File: config.mk
export PLATFORM = sky130hd
export DESIGN_NAME = omsp_sram_arb_flat
export DESIGN_NICKNAME = d
export VERILOG_FILES = /design/src/rtl/omsp_sram_arb_if.sv /design/src/rtl/omsp_sram_arb.sv /design/src/flat_wrapper.sv
export SDC_FILE = /design/constraint.sdc
export NUM_CORES = 1
export LEC_CHECK = 0
export ABC_AREA = 1
export BUFFER_PORTS_ARGS = -buffer_cell sky130_fd_sc_hd__buf_2
export CAP_MARGIN = 0
export CORE_UTILIZATION = 32
export CTS_BUF_LIST = sky130_fd_sc_hd__clkbuf_16
export DETAILED_ROUTE_END_ITERATION = 12
export PLACE_DENSITY = 0.57
export SLEW_MARGIN = 40
export SYNTH_ARGS = -nofsm -noshare
export SYNTH_HDL_FRONTEND = slang
export SYNTH_SLANG_ARGS = --single-unit
File: constraint.sdc
create_clock -name clk -period 1.52 [get_ports clk]
set_input_delay 0.152 -clock clk [delete_from_list [all_inputs] [get_ports clk]]
set_output_delay 0.152 -clock clk [all_outputs]
set_load 0.02 [all_outputs]
File: src/rtl/omsp_sram_arb_if.sv
// rtl/omsp_sram_arb_if.sv - one master's request/response port into the SRAM arbiter
interface omsp_sram_arb_if #(
    parameter int ADDR_WIDTH = 9
);
    logic                  req;
    logic [1:0]            wen;
    logic [ADDR_WIDTH-1:0] addr;
    logic [15:0]           din;
    logic                  lock;
    logic                  gnt;
    logic                  rvalid;
    logic [15:0]           rdata;

    modport master (
        output req, wen, addr, din, lock,
        input  gnt, rvalid, rdata
    );

    modport slave (
        input  req, wen, addr, din, lock,
        output gnt, rvalid, rdata
    );
endinterface

File: src/rtl/omsp_sram_arb.sv
// rtl/omsp_sram_arb.sv - two-master round-robin/lock arbiter in front of the SRAM controller core port
module omsp_sram_arb #(
    parameter int ADDR_WIDTH = 9
) (
    input  logic                  clk,
    input  logic                  rst_n,
    omsp_sram_arb_if.slave        m0,
    omsp_sram_arb_if.slave        m1,
    output logic [ADDR_WIDTH-1:0] ram_addr,
    output logic                  ram_cen,
    output logic [1:0]            ram_wen,
    output logic [15:0]           ram_din,
    input  logic [15:0]           ram_dout
);

    logic                  r_last_gnt;
    logic                  r_locked;
    logic                  r_lock_owner;
    logic [1:0]            r_rd_pend;
    logic [ADDR_WIDTH-1:0] r_addr_sh;
    logic [15:0]           r_din_sh;
    logic [15:0]           r_rdata0;
    logic [15:0]           r_rdata1;

    logic                  w_hold;
    logic                  w_any;
    logic                  w_win;
    logic [1:0]            w_win_wen;
    logic [ADDR_WIDTH-1:0] w_win_addr;
    logic [15:0]           w_win_din;
    logic                  w_win_lock;
    logic                  w_win_rd;

    // The lock only holds while its owner keeps requesting; an idle owner releases it.
    assign w_hold = r_locked & (r_lock_owner ? m1.req : m0.req);

    // Winner selection: lock owner first, then a lone requester, then round-robin.
    always_comb begin
        w_any = 1'b0;
        w_win = 1'b0;
        if (rst_n) begin
            if (w_hold) begin
                w_any = 1'b1;
                w_win = r_lock_owner;
            end else if (m0.req && m1.req) begin
                w_any = 1'b1;
                w_win = ~r_last_gnt;
            end else if (m0.req) begin
                w_any = 1'b1;
                w_win = 1'b0;
            end else if (m1.req) begin
                w_any = 1'b1;
                w_win = 1'b1;
            end
        end
    end

    assign w_win_wen  = w_win ? m1.wen  : m0.wen;
    assign w_win_addr = w_win ? m1.addr : m0.addr;
    assign w_win_din  = w_win ? m1.din  : m0.din;
    assign w_win_lock = w_win ? m1.lock : m0.lock;
    assign w_win_rd   = (w_win_wen == 2'b11);

    assign m0.gnt = w_any & ~w_win;
    assign m1.gnt = w_any &  w_win;

    // Winner drives the SRAM port in the same cycle; idle cycles park addr/din on the last access.
    assign ram_cen  = ~w_any;
    assign ram_wen  = w_any ? w_win_wen  : 2'b11;
    assign ram_addr = w_any ? w_win_addr : r_addr_sh;
    assign ram_din  = w_any ? w_win_din  : r_din_sh;

    // Read data arrives one cycle after issue and is steered by the pending bit of the issuer.
    assign m0.rvalid = r_rd_pend[0];
    assign m1.rvalid = r_rd_pend[1];
    assign m0.rdata  = r_rd_pend[0] ? ram_dout : r_rdata0;
    assign m1.rdata  = r_rd_pend[1] ? ram_dout : r_rdata1;

    // Arbitration history, lock tracking, port shadows and read-return bookkeeping.
    always_ff @(posedge clk) begin
        if (!rst_n) begin
            r_last_gnt   <= 1'b1;
            r_locked     <= 1'b0;
            r_lock_owner <= 1'b0;
            r_rd_pend    <= 2'b00;
            r_addr_sh    <= '0;
            r_din_sh     <= 16'h0000;
            r_rdata0     <= 16'h0000;
            r_rdata1     <= 16'h0000;
        end else begin
            if (w_any) begin
                r_last_gnt   <= w_win;
                r_locked     <= w_win_lock;
                r_lock_owner <= w_win;
                r_addr_sh    <= w_win_addr;
                r_din_sh     <= w_win_din;
            end else begin
                r_locked     <= 1'b0;
            end
            r_rd_pend <= {w_any & w_win & w_win_rd, w_any & ~w_win & w_win_rd};
            if (r_rd_pend[0]) begin
                r_rdata0 <= ram_dout;
            end
            if (r_rd_pend[1]) begin
                r_rdata1 <= ram_dout;
            end
        end
    end

endmodule

File: src/flat_wrapper.sv
// flat-port wrapper written by rule: the top's interface ports become plain ports
module omsp_sram_arb_flat 
#(
    parameter int ADDR_WIDTH = 9
)
  (clk, rst_n, ram_addr, ram_cen, ram_wen, ram_din, ram_dout, m0_req, m0_wen, m0_addr, m0_din, m0_lock, m0_gnt, m0_rvalid, m0_rdata, m1_req, m1_wen, m1_addr, m1_din, m1_lock, m1_gnt, m1_rvalid, m1_rdata);
  omsp_sram_arb_if #(.ADDR_WIDTH(ADDR_WIDTH)) m0_i ();
  omsp_sram_arb_if #(.ADDR_WIDTH(ADDR_WIDTH)) m1_i ();
  input  logic clk;
  input  logic rst_n;
  output logic [ADDR_WIDTH-1:0] ram_addr;
  output logic ram_cen;
  output logic [1:0] ram_wen;
  output logic [15:0] ram_din;
  input  logic [15:0] ram_dout;
  input wire logic [$bits(m0_i.req)-1:0] m0_req;
  input wire logic [$bits(m0_i.wen)-1:0] m0_wen;
  input wire logic [$bits(m0_i.addr)-1:0] m0_addr;
  input wire logic [$bits(m0_i.din)-1:0] m0_din;
  input wire logic [$bits(m0_i.lock)-1:0] m0_lock;
  output wire logic [$bits(m0_i.gnt)-1:0] m0_gnt;
  output wire logic [$bits(m0_i.rvalid)-1:0] m0_rvalid;
  output wire logic [$bits(m0_i.rdata)-1:0] m0_rdata;
  input wire logic [$bits(m1_i.req)-1:0] m1_req;
  input wire logic [$bits(m1_i.wen)-1:0] m1_wen;
  input wire logic [$bits(m1_i.addr)-1:0] m1_addr;
  input wire logic [$bits(m1_i.din)-1:0] m1_din;
  input wire logic [$bits(m1_i.lock)-1:0] m1_lock;
  output wire logic [$bits(m1_i.gnt)-1:0] m1_gnt;
  output wire logic [$bits(m1_i.rvalid)-1:0] m1_rvalid;
  output wire logic [$bits(m1_i.rdata)-1:0] m1_rdata;
  assign m0_i.req = m0_req;
  assign m0_i.wen = m0_wen;
  assign m0_i.addr = m0_addr;
  assign m0_i.din = m0_din;
  assign m0_i.lock = m0_lock;
  assign m0_gnt = m0_i.gnt;
  assign m0_rvalid = m0_i.rvalid;
  assign m0_rdata = m0_i.rdata;
  assign m1_i.req = m1_req;
  assign m1_i.wen = m1_wen;
  assign m1_i.addr = m1_addr;
  assign m1_i.din = m1_din;
  assign m1_i.lock = m1_lock;
  assign m1_gnt = m1_i.gnt;
  assign m1_rvalid = m1_i.rvalid;
  assign m1_rdata = m1_i.rdata;
  omsp_sram_arb #(.ADDR_WIDTH(ADDR_WIDTH)) u_core (.clk(clk), .rst_n(rst_n), .m0(m0_i), .m1(m1_i), .ram_addr(ram_addr), .ram_cen(ram_cen), .ram_wen(ram_wen), .ram_din(ram_din), .ram_dout(ram_dout));
endmodule
[Yosys cells after proc, flatten, opt, wreduce, memory -nomap -nowiden]
Cells that the tools add are included.
Cells by class
  equal/unequal tests: 1
  mux-type cells: 19
  bitwise operators: 8
  reduce and logical (&&, ||, !) cells: 2
Operators with widths (number)
  $mux W16: 4
  $mux W9: 2
  $mux W1: 11
  $and A1 B1 Y1: 5
  $mux W2: 2
  $not A1 Y1: 3
  $eq A2 B2 Y1 const B: 1
  $reduce_and A2 Y1: 1
  $logic_and A1 B1 Y1: 1
Storage, ports and cells
  bits in registers: 62
  bits of input ports: 76
  output and inout port bits: 64

[Longest topological paths before layout]
  depth in word-level cells: 8
  gate-level depth with buffers: 8
  depth with buffers taken out: 8

[Worst setup path before layout]
OpenSTA, ideal clock, no wires.
  kind: reg2out
  from: register u_core.r_locked
  to: output ram_wen[0]
  data arrival time: 1.227 ns
  required time: 1.368 ns
  path slack: 0.141 ns
  stages on the path, launching flop included: 6
  path buffers: 1
  path through: dfxtp_1 nand2_1 nand3_4 nand2_4 buf_4 o21ai_0
Between the ends
  longest elaborated chain between the ends: 5
  elaborated cells between the ends (all ways): 7
  classes of those cells: 6 x mux; 1 x bitwise
RTL lines
  start: declaration: line omsp_sram_arb.sv:17  | logic r_locked;
  start signal: assignment: line omsp_sram_arb.sv:93  | r_locked <= w_win_lock;
  $and A1 B1 Y1 (*): line omsp_sram_arb.sv:35  | assign w_hold = r_locked & (r_lock_owner ? m1.req : m0.req);
  $mux W1: line omsp_sram_arb.sv:42  | if (w_hold) begin
  $mux W1: line omsp_sram_arb.sv:41  | if (rst_n) begin
  $mux W2: line omsp_sram_arb.sv:58  | assign w_win_wen = w_win ? m1.wen : m0.wen;
  $mux W2 (*): line omsp_sram_arb.sv:69  | assign ram_wen = w_any ? w_win_wen : 2'b11;
  end: declaration: line flat_wrapper.sv:13  | output logic [1:0] ram_wen;
Mark *: on every way between the ends. The rest lies on a longest branch, timed or not.

[Final worst setup path]
  from: register u_core.r_lock_owner
  to: output ram_din[3]
Between the ends
  longest elaborated chain between the ends: 6
  elaborated cells between the ends (all ways): 8
  classes of those cells: 7 x mux; 1 x bitwise
RTL lines
  start: declaration: line omsp_sram_arb.sv:18  | logic r_lock_owner;
  start signal: assignment: line omsp_sram_arb.sv:94  | r_lock_owner <= w_win;
  $mux W1: line omsp_sram_arb.sv:35
  $and A1 B1 Y1: line omsp_sram_arb.sv:35
  $mux W1: line omsp_sram_arb.sv:42
  $mux W1: line omsp_sram_arb.sv:41
  $mux W16: line omsp_sram_arb.sv:60  | assign w_win_din = w_win ? m1.din : m0.din;
  $mux W16 (*)
  end: declaration: line flat_wrapper.sv:14  | output logic [15:0] ram_din;
Marked as above.

==> out/results.txt <==
The number of standard cells after synthesis is 421, and the detailed-routing iteration count for the pre-antenna-repair pass is 4. Max-cap violations in this run came to 0. Launching element type of the critical path: a flip-flop.

The final antenna-violating net count is 0. The count of input and output buffers works out to 139. The run gives 0 as the number of endpoints with negative hold slack in the final report. The number of global-route vias before repair came out at 2,747. For the placer's final routability congestion estimate, the log shows 0.7632. The internal reg-to-reg setup slack was 0.21 ns; the compound-gate portion of the synthesized area was 12.40%. The largest family of logic cells by synthesized area is simple AND/OR/NAND/NOR gates. The power density normalized to cell area was 1197 nW/um^2; the post-synthesis share of cell area spent on and, or, nand and nor gates was 34.23%.

The die is 96.15 um wide. In the finished design, the share of the clock period the worst path needs comes to 111.4%. The final reports fail on setup timing.

The maximum number of pins on one net before global-route repair was 33; the first-pass GRT wire length was 12.45 mm. At the pin with the least slew margin, the transition time is 0.4988 ns. The largest area contributor in the netlist is sky130_fd_sc_hd__dfxtp_1. The flow ran to the end, but the final reports show violations.

Clock-pin slew was measured on the worst setup and hold paths at 0.05 ns. STA classifies the critical path endpoint as a primary output. For this run, the slowest stage of the critical path takes 0.31 ns.

Setup repair after global routing could not meet its margin everywhere. Final worst slack: -0.1733 ns. The number of antenna violations at the first check in global routing was 1; the row count was 33.

The most frequently used cell type in the post-synthesis netlist is sky130_fd_sc_hd__nand2_1. The synthesized netlist devotes 0% of its cell area to XOR and XNOR gates. After synthesis, the share of flip-flops with an asynchronous set or reset is 0%. The later pin in the worst-skew pair is clocked with a latency of 0.32 ns. For the final database, setup skew stands at 0.005165 ns. Static timing analysis puts the maximum clock frequency at 590.6 MHz.

The area of the mapped netlist is 2836 sq um. Number of placed I/O pins: 140. The signal on the critical path passes through nand2_1 > nand3_4 > buf_12 > buf_12 > nand3_1 > nand2_1 > inv_2 > nand2_2 > buf_6. Flip-flop cell with the highest count after synthesis: sky130_fd_sc_hd__dfxtp_1. Global routing finished with a remaining overflow of 0. The class of the worst hold path was input port to flip-flop.

The largest buffer count on any clock path was 2. Counting distinct cell types in the post-synthesis netlist gives 19. The average vias per placed instance is 4.661, and the total wire length after detailed routing is 8.378 mm. Buffers inserted during clock tree synthesis total 9.

The average routed wire per standard cell is 12.34 um, and the final antenna diode count is 0. The mux cell area share after synthesis came out at 0%. Total count of max-transition violations in the final report: 0. The critical path in this run is classified as flip-flop to primary output.

The synthesized netlist devotes 0% of its cell area to adder and majority cells. The final route contains 3,165 vias. Sorting the synthesized cells by area gives the leading types as sky130_fd_sc_hd__dfxtp_1, sky130_fd_sc_hd__nand2_1, sky130_fd_sc_hd__a21oi_1, sky130_fd_sc_hd__nand3_1, sky130_fd_sc_hd__inv_1. Yosys mapped a number of flops with a built-in enable equal to 0.

The tools report the total number of H-tree levels as 3. The kind of cell with the highest combined delay along the critical path is buffers and inverters. The shortest period the worst path allows was 1.693 ns. Counting instances in the post-synthesis netlist gives the leading cell types as sky130_fd_sc_hd__nand2_1, sky130_fd_sc_hd__dfxtp_1, sky130_fd_sc_hd__a21oi_1. In this run, synthesis produced a sequential element count of 62. Relative to the synthesized area, the layout overhead comes to 56.42%.

For this run, design rule violations remaining after detail routing come to 0. The highest fanout seen on the critical path is 13. Summed over its instances, the top area cell type makes up 43.76% of the synthesized netlist area. For the peak supply drop, the log shows 0.0006010 V.

For the final routed database, the setup TNS stands at -3.796 ns. TritonCTS built the clock tree. In this run the standard cell core region covers 8382 sq um. Summing the sequential cell areas from Yosys gives 43.76% of the chip area.

Cell leakage power: 2.350 nW. The post-place instance area is 3618 sq um. After layout, the design draws a total of 0.005310 W. Counting both buffers and inverters, the worst setup path holds a total of 4. During synthesis, Yosys emitted a total of 0 warnings. The logs give 28 for the number of failing setup endpoints in the final timing report and 497 for the synthesized net count. The die area is 9245 sq um. The slowest stage of the critical path is the sky130_fd_sc_hd__dfxtp_1 cell. In this run the clock root is driven by a sky130_fd_sc_hd__clkbuf_16. The data required time at the worst endpoint was 1.37 ns; the fraction of layout instances using a drive strength above 1 was 41.11%.

The worst pin sits at a relative slew slack of 66.70%. The run gives 4437 sq um as the summed area of non-filler cells in the final layout. The final-stage net count is 645. Data on the critical path arrives at its endpoint at 1.54 ns. For this design, the sink count on the clock tree is 62. The HPWL after detailed placement is 5.381 mm. Once the floorplan was initialized, standard cells occupied 33.84% of the core. The logs give 0 for the hold buffer count at CTS and 106 for the violation count after the first detailed-routing iteration. The synthesized area per cell is 6.737 sq um, and the overall fraction of global-route tracks in use is 17.64%. The die is 96.15 um tall.
-- cell families after synthesis --
group,Yosys count
and+or+nand+nor,236
buffers and inverters,60
DFF,62
AOI/OAI and AO/OA,63
-- worst reg2reg max path: stages, from the launching register on --
cell and delay, ns:
sky130_fd_sc_hd__dfxtp_1 0.33, sky130_fd_sc_hd__nand2_1 0.09, sky130_fd_sc_hd__nand3_4 0.13, sky130_fd_sc_hd__buf_12 0.12
sky130_fd_sc_hd__clkbuf_16 0.15, sky130_fd_sc_hd__nand3_1 0.07, sky130_fd_sc_hd__nand2_1 0.09, sky130_fd_sc_hd__inv_2 0.04
sky130_fd_sc_hd__buf_4 0.12, sky130_fd_sc_hd__a21oi_1 0.10
-- per-layer routing --
| layer | share of wire, % | vias to the layer above | global-route usage (%) |
|---|---|---|---|
| li1 | - | 1644 | - |
| met1 | 42 | 1399 | 20.35 |
| met2 | 49 | 109 | 30.38 |
| met3 | 7.9 | 11 | 5.529 |
| met4 | 0.98 | 2 | 6.592 |
| met5 | 0.16 | - | 0 |
-- path summary, 6_finish.rpt --
check | cells past startpoint | endpoint | start
worst min register to register | 2 | u_core.r_rdata1[1]$_SDFF_PN0_ | u_core.r_rdata1[1]$_SDFF_PN0_
worst max-delay path | 9 | ram_din[3] | u_core.r_lock_owner$_SDFFE_PN0N_
worst min-delay path | 3 | u_core.r_locked$_SDFF_PN0_ | m0_lock
worst max register to register | 9 | u_core.r_addr_sh[2]$_SDFF_PN0_ | u_core.r_lock_owner$_SDFFE_PN0N_
-- placed cells by master (no fill, tap or decap) --
| cell | synthesis | layout |
|---|---|---|
| sky130_fd_sc_hd__a21oi_1 | 51 | 50 |
| sky130_fd_sc_hd__a21oi_2 | 8 | 9 |
| sky130_fd_sc_hd__buf_12 | 0 | 5 |
| sky130_fd_sc_hd__buf_16 | 0 | 1 |
| sky130_fd_sc_hd__buf_2 | 11 | 111 |
| sky130_fd_sc_hd__buf_4 | 5 | 16 |
| sky130_fd_sc_hd__buf_6 | 2 | 25 |
| sky130_fd_sc_hd__bufinv_16 | 0 | 4 |
| sky130_fd_sc_hd__clkbuf_16 | 0 | 10 |
| sky130_fd_sc_hd__clkinv_4 | 0 | 1 |
| sky130_fd_sc_hd__clkinvlp_4 | 0 | 2 |
| sky130_fd_sc_hd__dfxtp_1 | 62 | 60 |
| sky130_fd_sc_hd__dfxtp_2 | 0 | 2 |
| sky130_fd_sc_hd__inv_1 | 32 | 11 |
| sky130_fd_sc_hd__inv_2 | 4 | 24 |
| sky130_fd_sc_hd__inv_6 | 0 | 1 |
| sky130_fd_sc_hd__nand2_1 | 182 | 166 |
| sky130_fd_sc_hd__nand2_2 | 0 | 16 |
| sky130_fd_sc_hd__nand2_8 | 0 | 3 |
| sky130_fd_sc_hd__nand3_1 | 50 | 46 |
| sky130_fd_sc_hd__nand3_2 | 0 | 3 |
| sky130_fd_sc_hd__nand3_4 | 1 | 2 |
| sky130_fd_sc_hd__nor2_1 | 1 | 1 |
| sky130_fd_sc_hd__nor3_1 | 1 | 1 |
| sky130_fd_sc_hd__o211ai_1 | 1 | 1 |
| sky130_fd_sc_hd__o21ai_0 | 2 | 2 |
| sky130_fd_sc_hd__o21ai_2 | 1 | 1 |
-- what timing repair did --
action | CTS | global route
cloned | 2 | 2
setup buffers | 5 | 4
endpoints found under the setup margin | 45 | 31
hold endpoints to repair | 0 | 0
resized for setup | 33 | 69
pin swaps | 1 | 6
-- layout make-up --
class / instances / area [sq um]
multi-input cells: 301 / 1443
fillers: 820 / 3945
clock inverters: 7 / 145.1
clock buffers: 9 / 225.2
inverters: 36 / 138.9
flip-flops and latches: 62 / 1244
well taps: 105 / 131.4
repair buffers: 159 / 1110
-- power by group --
part	total [W]	switching [W]	internal [W]	leakage, nW
registers	0.00173	0.0000218	0.00171	0.506
logic	0.00106	0.000594	0.000464	1.67
clock network	0.00252	0.000750	0.00178	0.176
-- registers in the layout (all words and copies together), names as in the netlist --
signal               flops
u_core.r_din_sh         16
u_core.r_rdata0         16
u_core.r_rdata1         16
u_core.r_addr_sh         9
u_core.r_rd_pend         2
u_core.r_last_gnt        1
u_core.r_lock_owner      1
u_core.r_locked          1
-- per-stage QoR --
step	utilization, %	cells	worst slack (ns)	hold slack [ns]
after floorplan	-	421	0.1407	0.2551
after global placement	43.17	650	0.1014	0.3718
after detailed placement	43.17	650	0.05517	0.3765
after CTS	49.93	673	-0.1661	0.04047
after global routing	52.93	679	-0.2631	0.05682
final	52.93	679	-0.1733	0.04738
Power figures use the tool's default switching activity.
